$ cat src/rtl/mmc1_pkg.sv
// Shared types and constants for the MMC1 bank controller.
package mmc1_pkg;

  typedef enum logic [1:0] {
    MirrorOneLow,
    MirrorOneHigh,
    MirrorVertical,
    MirrorHorizontal
  } mirror_e;

  typedef enum logic [1:0] {
    PrgSwitch32A,
    PrgSwitch32B,
    PrgFixFirst,
    PrgFixLast
  } prg_mode_e;

  localparam logic [1:0] REG_CONTROL = 2'd0;
  localparam logic [1:0] REG_CHR0    = 2'd1;
  localparam logic [1:0] REG_CHR1    = 2'd2;
  localparam logic [1:0] REG_PRG     = 2'd3;

  localparam logic [4:0] CTRL_RESET = 5'h0C;

endpackage

$ cat src/rtl/mmc1_serial_loader.sv
// MMC1 serial port: write-strobe edge detect, 5-bit LSB-first shift register and bit count.
module mmc1_serial_loader (
  input  logic       clk_i,
  input  logic       rst_ni,
  input  logic       write_i,
  input  logic       addr_msb_i,
  input  logic       data_reset_i,
  input  logic       data_bit_i,
  output logic [2:0] count_o,
  output logic       clear_o,
  output logic       commit_o,
  output logic [4:0] commit_data_o
);

  logic       write_prev_q, write_prev_d;
  logic [3:0] shift_q, shift_d;
  logic [2:0] count_q, count_d;
  logic       accept;

  always_comb begin
    accept        = write_i & ~write_prev_q & addr_msb_i;
    write_prev_d  = write_i;
    shift_d       = shift_q;
    count_d       = count_q;
    clear_o       = 1'b0;
    commit_o      = 1'b0;
    commit_data_o = {data_bit_i, shift_q};
    if (accept) begin
      if (data_reset_i) begin
        clear_o = 1'b1;
        shift_d = '0;
        count_d = '0;
      end else if (count_q == 3'd4) begin
        commit_o = 1'b1;
        shift_d  = '0;
        count_d  = '0;
      end else begin
        // New bits enter at the top so the first bit ends up in shift_q[0].
        shift_d = {data_bit_i, shift_q[3:1]};
        count_d = count_q + 3'd1;
      end
    end
  end

  // History resets high so a strobe held through reset must fall before it counts.
  always_ff @(posedge clk_i or negedge rst_ni) begin
    if (!rst_ni) begin
      write_prev_q <= 1'b1;
      shift_q      <= '0;
      count_q      <= '0;
    end else begin
      write_prev_q <= write_prev_d;
      shift_q      <= shift_d;
      count_q      <= count_d;
    end
  end

  assign count_o = count_q;

endmodule

$ cat src/rtl/mmc1_bank_ctrl.sv
// MMC1 mapper: serially loaded control/CHR/PRG registers and combinational address translation.
module mmc1_bank_ctrl
  import mmc1_pkg::*;
#(
  parameter int unsigned PRG_BANK_BITS = 4,
  parameter int unsigned CHR_BANK_BITS = 5
) (
  input  logic                      cart_clk_in,
  input  logic                      cart_rst_n_in,
  input  logic                      prg_write_in,
  input  logic [15:0]               prg_address_in,
  input  logic [7:0]                prg_data_in,
  input  logic [13:0]               chr_address_in,
  output logic [PRG_BANK_BITS+13:0] prg_rom_address_out,
  output logic [CHR_BANK_BITS+11:0] chr_rom_address_out,
  output logic                      cart_address_out,
  output logic                      prg_ram_enable_out,
  output logic [2:0]                shift_count_out
);

  logic [4:0] control_q, control_d;
  logic [4:0] chr0_q, chr0_d;
  logic [4:0] chr1_q, chr1_d;
  logic [4:0] prg_q, prg_d;
  logic       clear, commit;
  logic [4:0] commit_data;
  logic       unused_bits;

  logic [PRG_BANK_BITS-1:0] prg_bank;
  logic [CHR_BANK_BITS-1:0] chr_bank;
  mirror_e                  mirror;
  prg_mode_e                prg_mode;

  assign unused_bits = ^{prg_data_in[6:1], chr_address_in[13]};

  mmc1_serial_loader u_loader (
    .clk_i         (cart_clk_in),
    .rst_ni        (cart_rst_n_in),
    .write_i       (prg_write_in),
    .addr_msb_i    (prg_address_in[15]),
    .data_reset_i  (prg_data_in[7]),
    .data_bit_i    (prg_data_in[0]),
    .count_o       (shift_count_out),
    .clear_o       (clear),
    .commit_o      (commit),
    .commit_data_o (commit_data)
  );

  always_comb begin
    control_d = control_q;
    chr0_d    = chr0_q;
    chr1_d    = chr1_q;
    prg_d     = prg_q;
    if (clear) begin
      control_d = control_q | CTRL_RESET;
    end else if (commit) begin
      unique case (prg_address_in[14:13])
        REG_CONTROL: control_d = commit_data;
        REG_CHR0:    chr0_d    = commit_data;
        REG_CHR1:    chr1_d    = commit_data;
        REG_PRG:     prg_d     = commit_data;
      endcase
    end
  end

  always_ff @(posedge cart_clk_in or negedge cart_rst_n_in) begin
    if (!cart_rst_n_in) begin
      control_q <= CTRL_RESET;
      chr0_q    <= '0;
      chr1_q    <= '0;
      prg_q     <= '0;
    end else begin
      control_q <= control_d;
      chr0_q    <= chr0_d;
      chr1_q    <= chr1_d;
      prg_q     <= prg_d;
    end
  end

  // Bank values are sized to the ROM with casts: truncate when wider, zero-extend when narrower.
  always_comb begin
    mirror   = mirror_e'(control_q[1:0]);
    prg_mode = prg_mode_e'(control_q[3:2]);
    prg_bank = '0;
    unique case (prg_mode)
      PrgSwitch32A, PrgSwitch32B:
        prg_bank = PRG_BANK_BITS'({prg_q[3:1], prg_address_in[14]});
      PrgFixFirst:
        prg_bank = prg_address_in[14] ? PRG_BANK_BITS'(prg_q[3:0]) : '0;
      PrgFixLast:
        prg_bank = prg_address_in[14] ? '1 : PRG_BANK_BITS'(prg_q[3:0]);
    endcase

    if (control_q[4]) begin
      chr_bank = chr_address_in[12] ? CHR_BANK_BITS'(chr1_q) : CHR_BANK_BITS'(chr0_q);
    end else begin
      chr_bank = CHR_BANK_BITS'({chr0_q[4:1], chr_address_in[12]});
    end

    cart_address_out = 1'b0;
    unique case (mirror)
      MirrorOneLow:     cart_address_out = 1'b0;
      MirrorOneHigh:    cart_address_out = 1'b1;
      MirrorVertical:   cart_address_out = chr_address_in[10];
      MirrorHorizontal: cart_address_out = chr_address_in[11];
    endcase
  end

  assign prg_rom_address_out = {prg_bank, prg_address_in[13:0]};
  assign chr_rom_address_out = {chr_bank, chr_address_in[11:0]};
  assign prg_ram_enable_out  = ~prg_q[4] & (prg_address_in[15:13] == 3'b011);

endmodule

$ cat config.mk
export PLATFORM = sky130hd
export DESIGN_NAME = mmc1_bank_ctrl
export DESIGN_NICKNAME = d
export VERILOG_FILES = /design/src/rtl/mmc1_pkg.sv /design/src/rtl/mmc1_serial_loader.sv /design/src/rtl/mmc1_bank_ctrl.sv
export SDC_FILE = /design/constraint.sdc
export NUM_CORES = 1
export LEC_CHECK = 0
export CAP_MARGIN = 20
export CORE_MARGIN = 2
export CORE_UTILIZATION = 40
export CTS_BUF_LIST = sky130_fd_sc_hd__clkbuf_4
export CTS_CLUSTER_DIAMETER = 30
export CTS_CLUSTER_SIZE = 14
export DETAILED_ROUTE_END_ITERATION = 10
export PLACE_DENSITY = 0.81
export SLEW_MARGIN = 20
export SYNTH_ARGS = -nofsm -noshare
export SYNTH_HDL_FRONTEND = slang
export SYNTH_SLANG_ARGS = --single-unit
$ cat constraint.sdc
create_clock -name cart_clk_in -period 5.2 [get_ports cart_clk_in]
set_clock_uncertainty 0.2 [all_clocks]
set_input_delay 0.78 -clock cart_clk_in [delete_from_list [all_inputs] [get_ports cart_clk_in]]
set_output_delay 0.78 -clock cart_clk_in [all_outputs]
set_load 0.02 [all_outputs]
## Word level (Yosys, flattened, before mapping)

Cells that the tools add are included.

- Register bits after elaboration: 28
- Latch bits: 0
- Bits in writable memories: 0
- Bits in read-only memories: 0
- Input port bits: 41
- Logic and storage cells: 55
- Memories kept: 0

- $add $sub $neg: 1
- Multipliers: 0
- Divide/modulo/power cells: 0
- Order comparisons: 0
- Eq/ne operators: 11
- Shifts and indexed selects: 0
- Multiplexer cells: 18
- Bitwise operators: 6
- Reductions and logical operators: 11

Operators by type and width:

| cell | count |
|---|---|
| $mux 4 | 7 |
| $eq 2x2->1 const B | 6 |
| $pmux 4 s3 | 1 |
| $reduce_and 3->1 | 4 |
| $mux 5 | 2 |
| $eq 2x1->1 const B | 3 |
| $logic_not 2->1 | 3 |
| $mux 3 | 2 |
| $mux 1 | 5 |
| $pmux 1 s4 | 1 |
| $reduce_bool 2->1 | 2 |
| $add 3x1->3 const B | 1 |
| $and 1x1->1 | 3 |
| $eq 3x2->1 const B | 1 |
| $eq 3x3->1 const B | 1 |
| $not 1->1 | 3 |
| $reduce_and 2->1 | 1 |
| $reduce_or 2->1 | 1 |

## Longest topological paths before layout

Gate-level depths: netlist of run 1.

- Depth after elaboration: 6
- Mapped depth: 5
- Mapped depth without buffers: 5

## Cells and area by module

A second synthesis of run 1 with hierarchy kept.

- Cells, all modules: 134
- Area total of the unflattened synthesis: 1639.1 um^2

Modules (own cells, without submodules):

| module | instances | cells each | area each (um^2) |
|---|---|---|---|
| mmc1_bank_ctrl | 1 | 103 | 1241.2 |
| mmc1_serial_loader | 1 | 31 | 397.9 |

## Worst setup path before layout of run 1

Ideal clock, no wire load.

- Kind: input-to-output
- From: in prg_address_in[14]
- To: out prg_ram_enable_out
- Arrival time: 1.523 ns
- Data required time: 4.220 ns
- Path slack: 2.697 ns
- Cell stages on the path: 3
- Cells stage by stage: buf_2 -> nand2_1 -> nor3_1

- Cells in the longest elaborated chain, start to end: 2

Ends and longest elaborated chain:

| item | RTL line | text |
|---|---|---|
| start, declared | mmc1_bank_ctrl.sv:11 | `input logic [15:0] prg_address_in,` |
| $eq 3x2->1 | mmc1_bank_ctrl.sv:111 | `assign prg_ram_enable_out = ~prg_q[4] & (prg_address_in[15:13] == 3'b011);` |
| $and 1x1->1 | mmc1_bank_ctrl.sv:111 |  |
| end, declared | mmc1_bank_ctrl.sv:17 | `output logic prg_ram_enable_out,` |

Every way passes these cells.

## Worst setup path in the final report of run 1

Same ends and word-level chain as after synthesis.

==> metrics.txt, run 1 <==
outcome=complete, no violations; placed insts=between 150 and 200; Synth area leaders=dfrtp_1 40%, mux2_2 17%, buf_4 12%; FMAX=284 MHz; post-route ant nets=0; final WL=between 2000 and 3000 um; crit path kind=input port to output pin; # hold bufs at CTS=0; Post-DP Area=1700 sq um; Final #Nets=about 180; post-cts resize count=0; Clk pwr share=0.184; Data required, critical path=4.22 ns; vias in the first global route=1001; reg2reg end=chr1_q[1]$_DFFE_PN0P_; starting density of the core=0.421; internal power=337 uW; # Post-CTS Setup Buffers=0; #FFs+latches synth=28; Die Width=66.5 um; most common cell after layout, fill and taps aside=clkdlybuf4s50_1; Seq pwr share=0.534; RSZ-0062 raised after global routing=false; dpl hpwl=~2300 um; fin util=0.463; All-Layer GR Usage=0.140; fin crit period=3.53 ns; Ports=81; total power=497 uW; Finish-stage setup viols=0; top cell type by total area after synthesis=dfrtp_1; clk buf depth=2; Ys Warns=0; post-route cell area=1720 sq um; Non-Filler Instances=185; clk sink count=28; CTS tree=yes; Post-Syn Area=about 1600 sq um; Setup crit end kind=output pin; Final Hold Violating Endpoints=0; clock-pin slew on the worst setup and hold paths=0.15 ns; DIE AREA=approximately 4400 sq um; TNS Setup=0 ns; Vias=980; Remaining Overflow, GRT=0; commonest cells after routing, fill and taps aside=27 x clkdlybuf4s50_1, 25 x dfrtp_1, 23 x mux2_2, 11 x a21oi_1, 6 x nor2_1; number of CTS-inserted buffers=3; register area share after synthesis=0.451; row count=22; Worst Reg2Reg Path Length in Cells=3; net switching power=160 uW; Yosys top cell area share=0.400; Die H=approximately 67 um; r2r setup slk=3.05 ns; Min-Delay Endpoint=chr0_q[2]$_DFFE_PN0P_; HP Start=chr0_q[2]$_DFFE_PN0P_; DR pass1 iterations=4; Pwr Density=289 nW/um^2; Leak=0.000770 uW; PortBufs=27; crit share post-route=0.678; Avg Cell Area, Syn=~12 sq um; Core Area=about 3700 sq um; Sw Ratio=0.321; critical path peak fanout=12; Max Cap Violations=0; share of layout cells above drive strength 1=0.255; vias per cell=5.30; CTS root buffer=clkbuf_4; Startpoint Class=input port; Hold WC Path Type=flip-flop to flip-flop; Diodes inserted=0; Clk Latency, worst-skew pair=0.32 ns; routed len/inst=15.5 um; Slew Limit Fails=0; maximum vdd ir drop=226 uV; drc violations=0; hold path cells=1; placer congestion estimate=roughly 0.8; P&R area growth vs syn=10.2%; H-tree Lvls=1; Synth cell types=26; Worst Tran Pin Value=0.501 ns; Comb pwr share=0.282; Worst slew margin=0.664; worst reg2reg startpoint=u_loader.write_prev_q$_DFF_PN1_; DRT iter0 DRCs=14; global-route wire length before repair=between 4000 and 5000 um; crit path DAT=2.55 ns; syn nets=176; largest net degree at the start of global routing=29; Synth Instances=133; initial antenna violation count=0
## sequential cells by signal (all words and copies together) (netlist names)
name,count
control_q,5
chr1_q,5
u_loader.write_prev_q,1
u_loader.shift_q,4
chr0_q,5
u_loader.count_o,3
prg_q,5
## cells in the mapped netlist
library cell	count
nand2_1	2
nand3b_1	1
a22o_1	5
ha_1	2
inv_1	5
a211o_1	1
nor3_1	3
a31oi_1	2
and4b_1	1
nor4_4	1
a211oi_1	2
buf_4	26
nor4_2	1
buf_2	2
a21oi_1	11
nor2_1	6
nor3_4	1
dfstp_2	3
nand2b_1	2
nand2_2	1
mux2_2	23
nor4bb_1	2
nand4bb_1	2
nor4b_1	2
nor4b_4	1
dfrtp_1	25
## cells by family after synthesis
kind of cell | share of synthesized area
and+or+nand+nor | 0.138
adders and majority gates | 0.0160
buffers and inverters | 0.143
DFF | 0.451
AOI/OAI and AO/OA | 0.0865
muxes | 0.166
## metrics by stage
step | setup WS, ns | hold slack [ns]
after floorplan | 2.70 | 0.275
after global placement | 1.68 | 0.284
after detailed placement | 1.67 | 0.294
after CTS | 1.66 | 0.326
after global routing | 1.58 | 0.352
final | 1.67 | 0.325
## power groups by stage
stage                     Clock (uW)  Combinational (uW)  Sequential (uW)
after floorplan                    0                 101              273
after global placement             0                 136              267
after detailed placement           0                 142              270
after CTS                       93.1                 142              266
after global routing             103                 152              269
final                           91.3                 140              265
## final cells by class
type,count,area (sq um)
Fill cell,353,1990
Clock buffer,3,22.5
Timing Repair Buffer,28,278
Inverter,5,18.8
Tap cell,48,60.1
Multi-Input combinational cell,72,634
Clock inverter,1,3.75
Sequential cell,28,704
## routing by layer
metal	GRT usage	vias to the layer above	wire length, um
li1	-	460	-
met1	0.167	488	1190
met2	0.248	28	1480
met3	0.0355	4	188
met4	0.0383	0	17
met5	0	-	0
## how the worst max path moves through the flow
stage	from	endpoint	cells after the start
2_1_floorplan	prg_address_in[14]	prg_ram_enable_out	3
3_3_place_gp	prg_address_in[14]	prg_ram_enable_out	4
3_5_place_dp	prg_address_in[14]	prg_ram_enable_out	4
4_1_cts	prg_address_in[14]	prg_ram_enable_out	4
5_1_grt	prg_address_in[14]	prg_ram_enable_out	4
6_report	prg_address_in[14]	prg_ram_enable_out	4
## worst max-delay path, cell delays in order
cell	delay, ns
clkdlybuf4s50_1	0.76
nand2_1	0.19
nor3_1	0.18
clkdlybuf4s50_1	0.63
No activity file was read; power rests on OpenSTA's default activity.
==> run 2: changes to the inputs <==
--- a/config.mk
+++ b/config.mk
@@ -7,12 +7,12 @@
 export LEC_CHECK = 0
 export CAP_MARGIN = 20
 export CORE_MARGIN = 2
-export CORE_UTILIZATION = 40
+export CORE_UTILIZATION = 37
 export CTS_BUF_LIST = sky130_fd_sc_hd__clkbuf_4
 export CTS_CLUSTER_DIAMETER = 30
 export CTS_CLUSTER_SIZE = 14
 export DETAILED_ROUTE_END_ITERATION = 10
-export PLACE_DENSITY = 0.81
+export PLACE_DENSITY = 0.79
 export SLEW_MARGIN = 20
 export SYNTH_ARGS = -nofsm -noshare
 export SYNTH_HDL_FRONTEND = slang
==> constraint.sdc (replaced) <==
create_clock -name cart_clk_in -period 3.1 [get_ports cart_clk_in]
set_clock_uncertainty 0.2 [all_clocks]
set_input_delay 0.465 -clock cart_clk_in [delete_from_list [all_inputs] [get_ports cart_clk_in]]
set_output_delay 0.465 -clock cart_clk_in [all_outputs]
set_load 0.02 [all_outputs]
==> run 2 against run 1 <==
  * First-iteration DRC count increased by 43%
  * Register-to-register slack got worse by 2.1 ns
  * Critical path type unchanged
  * Core utilization fell by 2.3 points
  * Via count up 1.3%
  * Flip-flop and latch count unchanged
  * Setup slack worse by 1.3 ns
  * Largest cell class unchanged
  * Die area is 7.6% higher
  * Global-route usage grew 0.22 points
==> metrics.txt, run 2 (synthesized netlist as in run 1, its figures left out) <==
outcome=complete, no violations; Worst Tran Pin Value=between 0.4 and 0.5 ns; Worst slew margin=0.687; DIE AREA=4760 sq um; starting density of the core=0.388; All-Layer GR Usage=0.142; most common cell after layout, fill and taps aside=clkdlybuf4s50_1; clk buf depth=2; largest net degree at the start of global routing=29; Clk Latency, worst-skew pair=0.32 ns; Clk pwr share=0.259; Final #Nets=184; initial antenna violation count=0; Comb pwr share=0.258; Startpoint Class=input port; placer congestion estimate=~0.78; Data required, critical path=between 2 and 2.5 ns; Final Hold Violating Endpoints=0; r2r setup slk=0.99 ns; RSZ-0062 raised after global routing=false; dpl hpwl=2270 um; final WL=a little under 3000 um; global-route wire length before repair=5040 um; # hold bufs at CTS=0; TNS Setup=0 ns; Hold WC Path Type=input port to async pin; PortBufs=27; reg2reg end=chr1_q[3]$_DFFE_PN0P_; Fillers=between 300 and 400; DR pass1 iterations=4; commonest cells after routing, fill and taps aside=27 x clkdlybuf4s50_1, 25 x dfrtp_1, 23 x mux2_2, 11 x a21oi_1, 6 x nor2_1; CTS tree=yes; crit path DAT=roughly 2.1 ns; Diodes inserted=0; vias per cell=5.23; internal power=651 uW; critical path peak fanout=8; Leak=0.000797 uW; Core Area=4030 sq um; placed insts=186; clk sink count=28; Slew Limit Fails=0; maximum vdd ir drop=~420 uV; FMAX=365 MHz; # Post-CTS Setup Buffers=0; Setup crit end kind=output pin; crit share post-route=0.885; Vias=993; Seq pwr share=0.483; DRT iter0 DRCs=20; Die Width=69.0 um; routed len/inst=15.6 um; crit path kind=input port to output pin; post-cts resize count=0; Ports=81; Finish-stage setup viols=0; H-tree Lvls=1; number of CTS-inserted buffers=3; Remaining Overflow, GRT=0; P&R area growth vs syn=13.5%; worst reg2reg startpoint=u_loader.count_o[0]$_DFFE_PN0N_; row count=23; post-route ant nets=0; total power=between 900 and 1000 uW; Die H=between 60 and 70 um; Sw Ratio=0.294; fin crit period=2.74 ns; CTS root buffer=clkbuf_4; clock-pin slew on the worst setup and hold paths=approximately 0.15 ns; Non-Filler Instances=190; Max Cap Violations=0; net switching power=between 200 and 300 uW; vias in the first global route=1070; share of layout cells above drive strength 1=0.279; Worst Reg2Reg Path Length in Cells=5; drc violations=0; Pwr Density=521 nW/um^2
==> run 2: cell type report <==
cell class | count | area [sq um] | area share
Inverter | 5 | 18.8 | 0.0106
Sequential cell | 28 | 704 | 0.397
Clock inverter | 1 | 30.0 | 0.0169
Clock buffer | 3 | 22.5 | 0.0127
Tap cell | 50 | 62.6 | 0.0353
Timing Repair Buffer | 31 | 300 | 0.169
Multi-Input combinational cell | 72 | 634 | 0.358
==> run 2: worst max-delay path by stage <==
stage	startpoint	slack [ns]	end	cells after the start
floorplan	u_loader.count_o[0]$_DFFE_PN0N_	1.11	chr1_q[4]$_DFFE_PN0P_	5
global placement	prg_address_in[14]	0.39	prg_ram_enable_out	4
detailed placement	prg_address_in[14]	0.35	prg_ram_enable_out	4
CTS	prg_address_in[14]	0.34	prg_ram_enable_out	4
global route	prg_address_in[14]	0.26	prg_rom_address_out[15]	5
finish	prg_address_in[14]	0.36	prg_ram_enable_out	4
==> run 2: per-stage QoR <==
stage / instance area (sq um) / util / setup WS (ns) / hold WS (ns)
final: 1770 / 0.440 / 0.357 / 0.287
after global routing: 1770 / 0.440 / 0.255 / 0.309
after CTS: 1770 / 0.440 / 0.340 / 0.293
after detailed placement: 1720 / 0.427 / 0.345 / 0.297
after global placement: 1720 / 0.427 / 0.395 / 0.284
after floorplan: 1560 / - / 1.11 / -0.0306
==> run 2: power by group through the flow <==
stage,logic [uW],clock network (uW),registers (uW)
floorplan,170,0,457
detailed placement,240,0,452
global route,258,262,454
CTS,242,242,446
global placement,231,0,449
finish,238,239,446
==> run 2: worst max-delay path, cell delays in order <==
cell and delay (ns):
clkdlybuf4s50_1 0.63, nand2_1 0.17, nor3_1 0.18, clkdlybuf4s50_1 0.63
==> run 2: per-layer routing <==
metal	vias to the layer above	track usage	part of all wire
met5	-	0	0
met4	0	0.0441	0.0037
met3	2	0.0227	0.056
met2	27	0.262	0.54
met1	494	0.168	0.40
li1	470	-	-
==> run 3: changes to the inputs <==
--- a/config.mk
+++ b/config.mk
@@ -6,13 +6,13 @@
 export NUM_CORES = 1
 export LEC_CHECK = 0
 export CAP_MARGIN = 20
-export CORE_MARGIN = 2
 export CORE_UTILIZATION = 37
 export CTS_BUF_LIST = sky130_fd_sc_hd__clkbuf_4
 export CTS_CLUSTER_DIAMETER = 30
 export CTS_CLUSTER_SIZE = 14
 export DETAILED_ROUTE_END_ITERATION = 10
 export PLACE_DENSITY = 0.79
+export RECOVER_POWER = 100
 export SLEW_MARGIN = 20
 export SYNTH_ARGS = -nofsm -noshare
 export SYNTH_HDL_FRONTEND = slang
==> run 3 against run 2 <==
  * Fmax shrank 5.6%
  * Final area is 3.1% lower
  * Final cell count is the same
  * Sequential share of layout area is 1.3 points higher
  * Highest routed layer unchanged
==> metrics.txt, run 3 (synthesized netlist as in run 1, its figures left out) <==
Diodes inserted=0; Startpoint Class=input port; maximum vdd ir drop=258 uV; DRT iter0 DRCs=a little over 40; number of CTS-inserted buffers=3; row count=23; Vias=988; most common cell after layout, fill and taps aside=dfrtp_1; Pwr Density=between 500 and 600 nW/um^2; # Post-CTS Setup Buffers=0; starting density of the core=0.388; placer congestion estimate=around 0.76; dpl hpwl=2130 um; RSZ-0062 raised after global routing=false; outcome=complete, no violations; Worst slew margin=0.0234; fin crit period=between 2 and 3 ns; Max Cap Violations=0; DR pass1 iterations=4; crit path DAT=~2.2 ns; CP Cell Sequence=dlygate4sd3_1, nand2b_1, a21oi_1, nor2_1, clkdlybuf4s50_1; placed insts=186; internal power=640 uW; TNS Setup=0 ns; share of layout cells above drive strength 1=0.229; initial antenna violation count=0; Clk pwr share=0.264; H-tree Lvls=1; CTS tree=yes; routed len/inst=14.8 um; clk buf depth=2; All-Layer GR Usage=0.140; Comb pwr share=0.240; final WL=2820 um; PortBufs=27; Leak=0.000797 uW; post-route ant nets=0; vias in the first global route=1050; Non-Filler Instances=190; Data required, critical path=~2.4 ns; clock-pin slew on the worst setup and hold paths=0.15 ns; Worst Tran Pin Value=roughly 1.5 ns; CTS root buffer=clkbuf_4; vias per cell=5.20; P&R area growth vs syn=9.93%; # hold bufs at CTS=0; global-route wire length before repair=4830 um; Ports=81; post-cts resize count=0; clk sink count=28; Setup crit end kind=output pin; Remaining Overflow, GRT=0; Core Area=4030 sq um; Clk Latency, worst-skew pair=about 0.32 ns; largest net degree at the start of global routing=29; crit path kind=input port to output pin; fin util=0.426; commonest cells after routing, fill and taps aside=25 x dfrtp_1, 22 x mux2_2, 16 x dlygate4sd3_1, 11 x a21oi_1, 11 x clkdlybuf4s50_1; Final #Nets=around 180; drc violations=0; Hold WC Path Type=flip-flop to flip-flop; critical path's largest stage delay=0.78 ns; Seq pwr share=0.496; slowest cell on the critical path=dlygate4sd3_1; critical path peak fanout=11; DIE AREA=4490 sq um; Final Hold Violating Endpoints=0; Finish-stage setup viols=0; Die Width=67.0 um; FMAX=344 MHz; Slew Limit Fails=0; crit share post-route=0.937; Die H=67.0 um; net switching power=between 200 and 300 uW; Sw Ratio=0.287
==> run 3: cell types whose count changed in the layout (fill, tap and decap cells not counted), sizes merged <==
cell / previous run / this run
clkdlybuf4s50: 27 / 11
dlygate4sd3: 0 / 16
buf: 4 / 2
clkbuf: 3 / 5
==> run 3: final timing paths <==
path	startpoint	to	slack [ns]	cells past startpoint
worst max-delay path	prg_address_in[14]	prg_rom_address_out[16]	0.20	5
worst min-delay path	chr0_q[4]$_DFFE_PN0P_	chr0_q[4]$_DFFE_PN0P_	0.33	1
worst max register to register	u_loader.count_o[0]$_DFFE_PN0N_	chr1_q[4]$_DFFE_PN0P_	0.57	5
worst min register to register	chr0_q[4]$_DFFE_PN0P_	chr0_q[4]$_DFFE_PN0P_	0.33	1
max in group asynchronous	cart_rst_n_in	u_loader.shift_q[1]$_DFFE_PN0N_	1.06	2
min in group asynchronous	cart_rst_n_in	chr0_q[4]$_DFFE_PN0P_	0.80	2
==> run 3: layer usage <==
layer | vias to the layer above | track usage | part of all wire
met5 | - | 0 | 0
met4 | 0 | 0.0293 | 0.0039
met3 | 2 | 0.0274 | 0.052
met2 | 22 | 0.253 | 0.53
met1 | 498 | 0.170 | 0.41
li1 | 466 | - | -
==> run 3: worst max-delay path: cells and delay by family <==
kind,cells,cell delay (ns)
buffers and inverters,2,1.39
AND/OR/NAND/NOR,2,0.30
AO/OA/AOI/OAI,1,0.08
==> run 3: power groups by stage <==
stage / clock network [uW] / registers, uW / logic (uW)
final: 237 / 445 / 215
after CTS: 243 / 446 / 242
after global placement: 0 / 448 / 231
after floorplan: 0 / 457 / 170
after global routing: 257 / 454 / 233
after detailed placement: 0 / 453 / 241
==> run 3: area by class of cell <==
cell class | instances | area [sq um]
repair buffers | 31 | 293
fillers | 386 | 2310
multi-input cells | 72 | 587
well taps | 50 | 62.6
clock buffers | 3 | 22.5
inverters | 5 | 18.8
flip-flops and latches | 28 | 704
clock inverters | 1 | 30.0
==> run 3: through the flow <==
step	instance area, sq um	power [uW]	hold slack [ns]	setup slack (ns)
floorplan	1560	627	-0.0306	1.11
global placement	1720	679	0.284	0.301
detailed placement	1720	694	0.293	0.267
CTS	1770	932	0.295	0.274
global route	1720	945	0.354	0.102
finish	1720	897	0.326	0.196
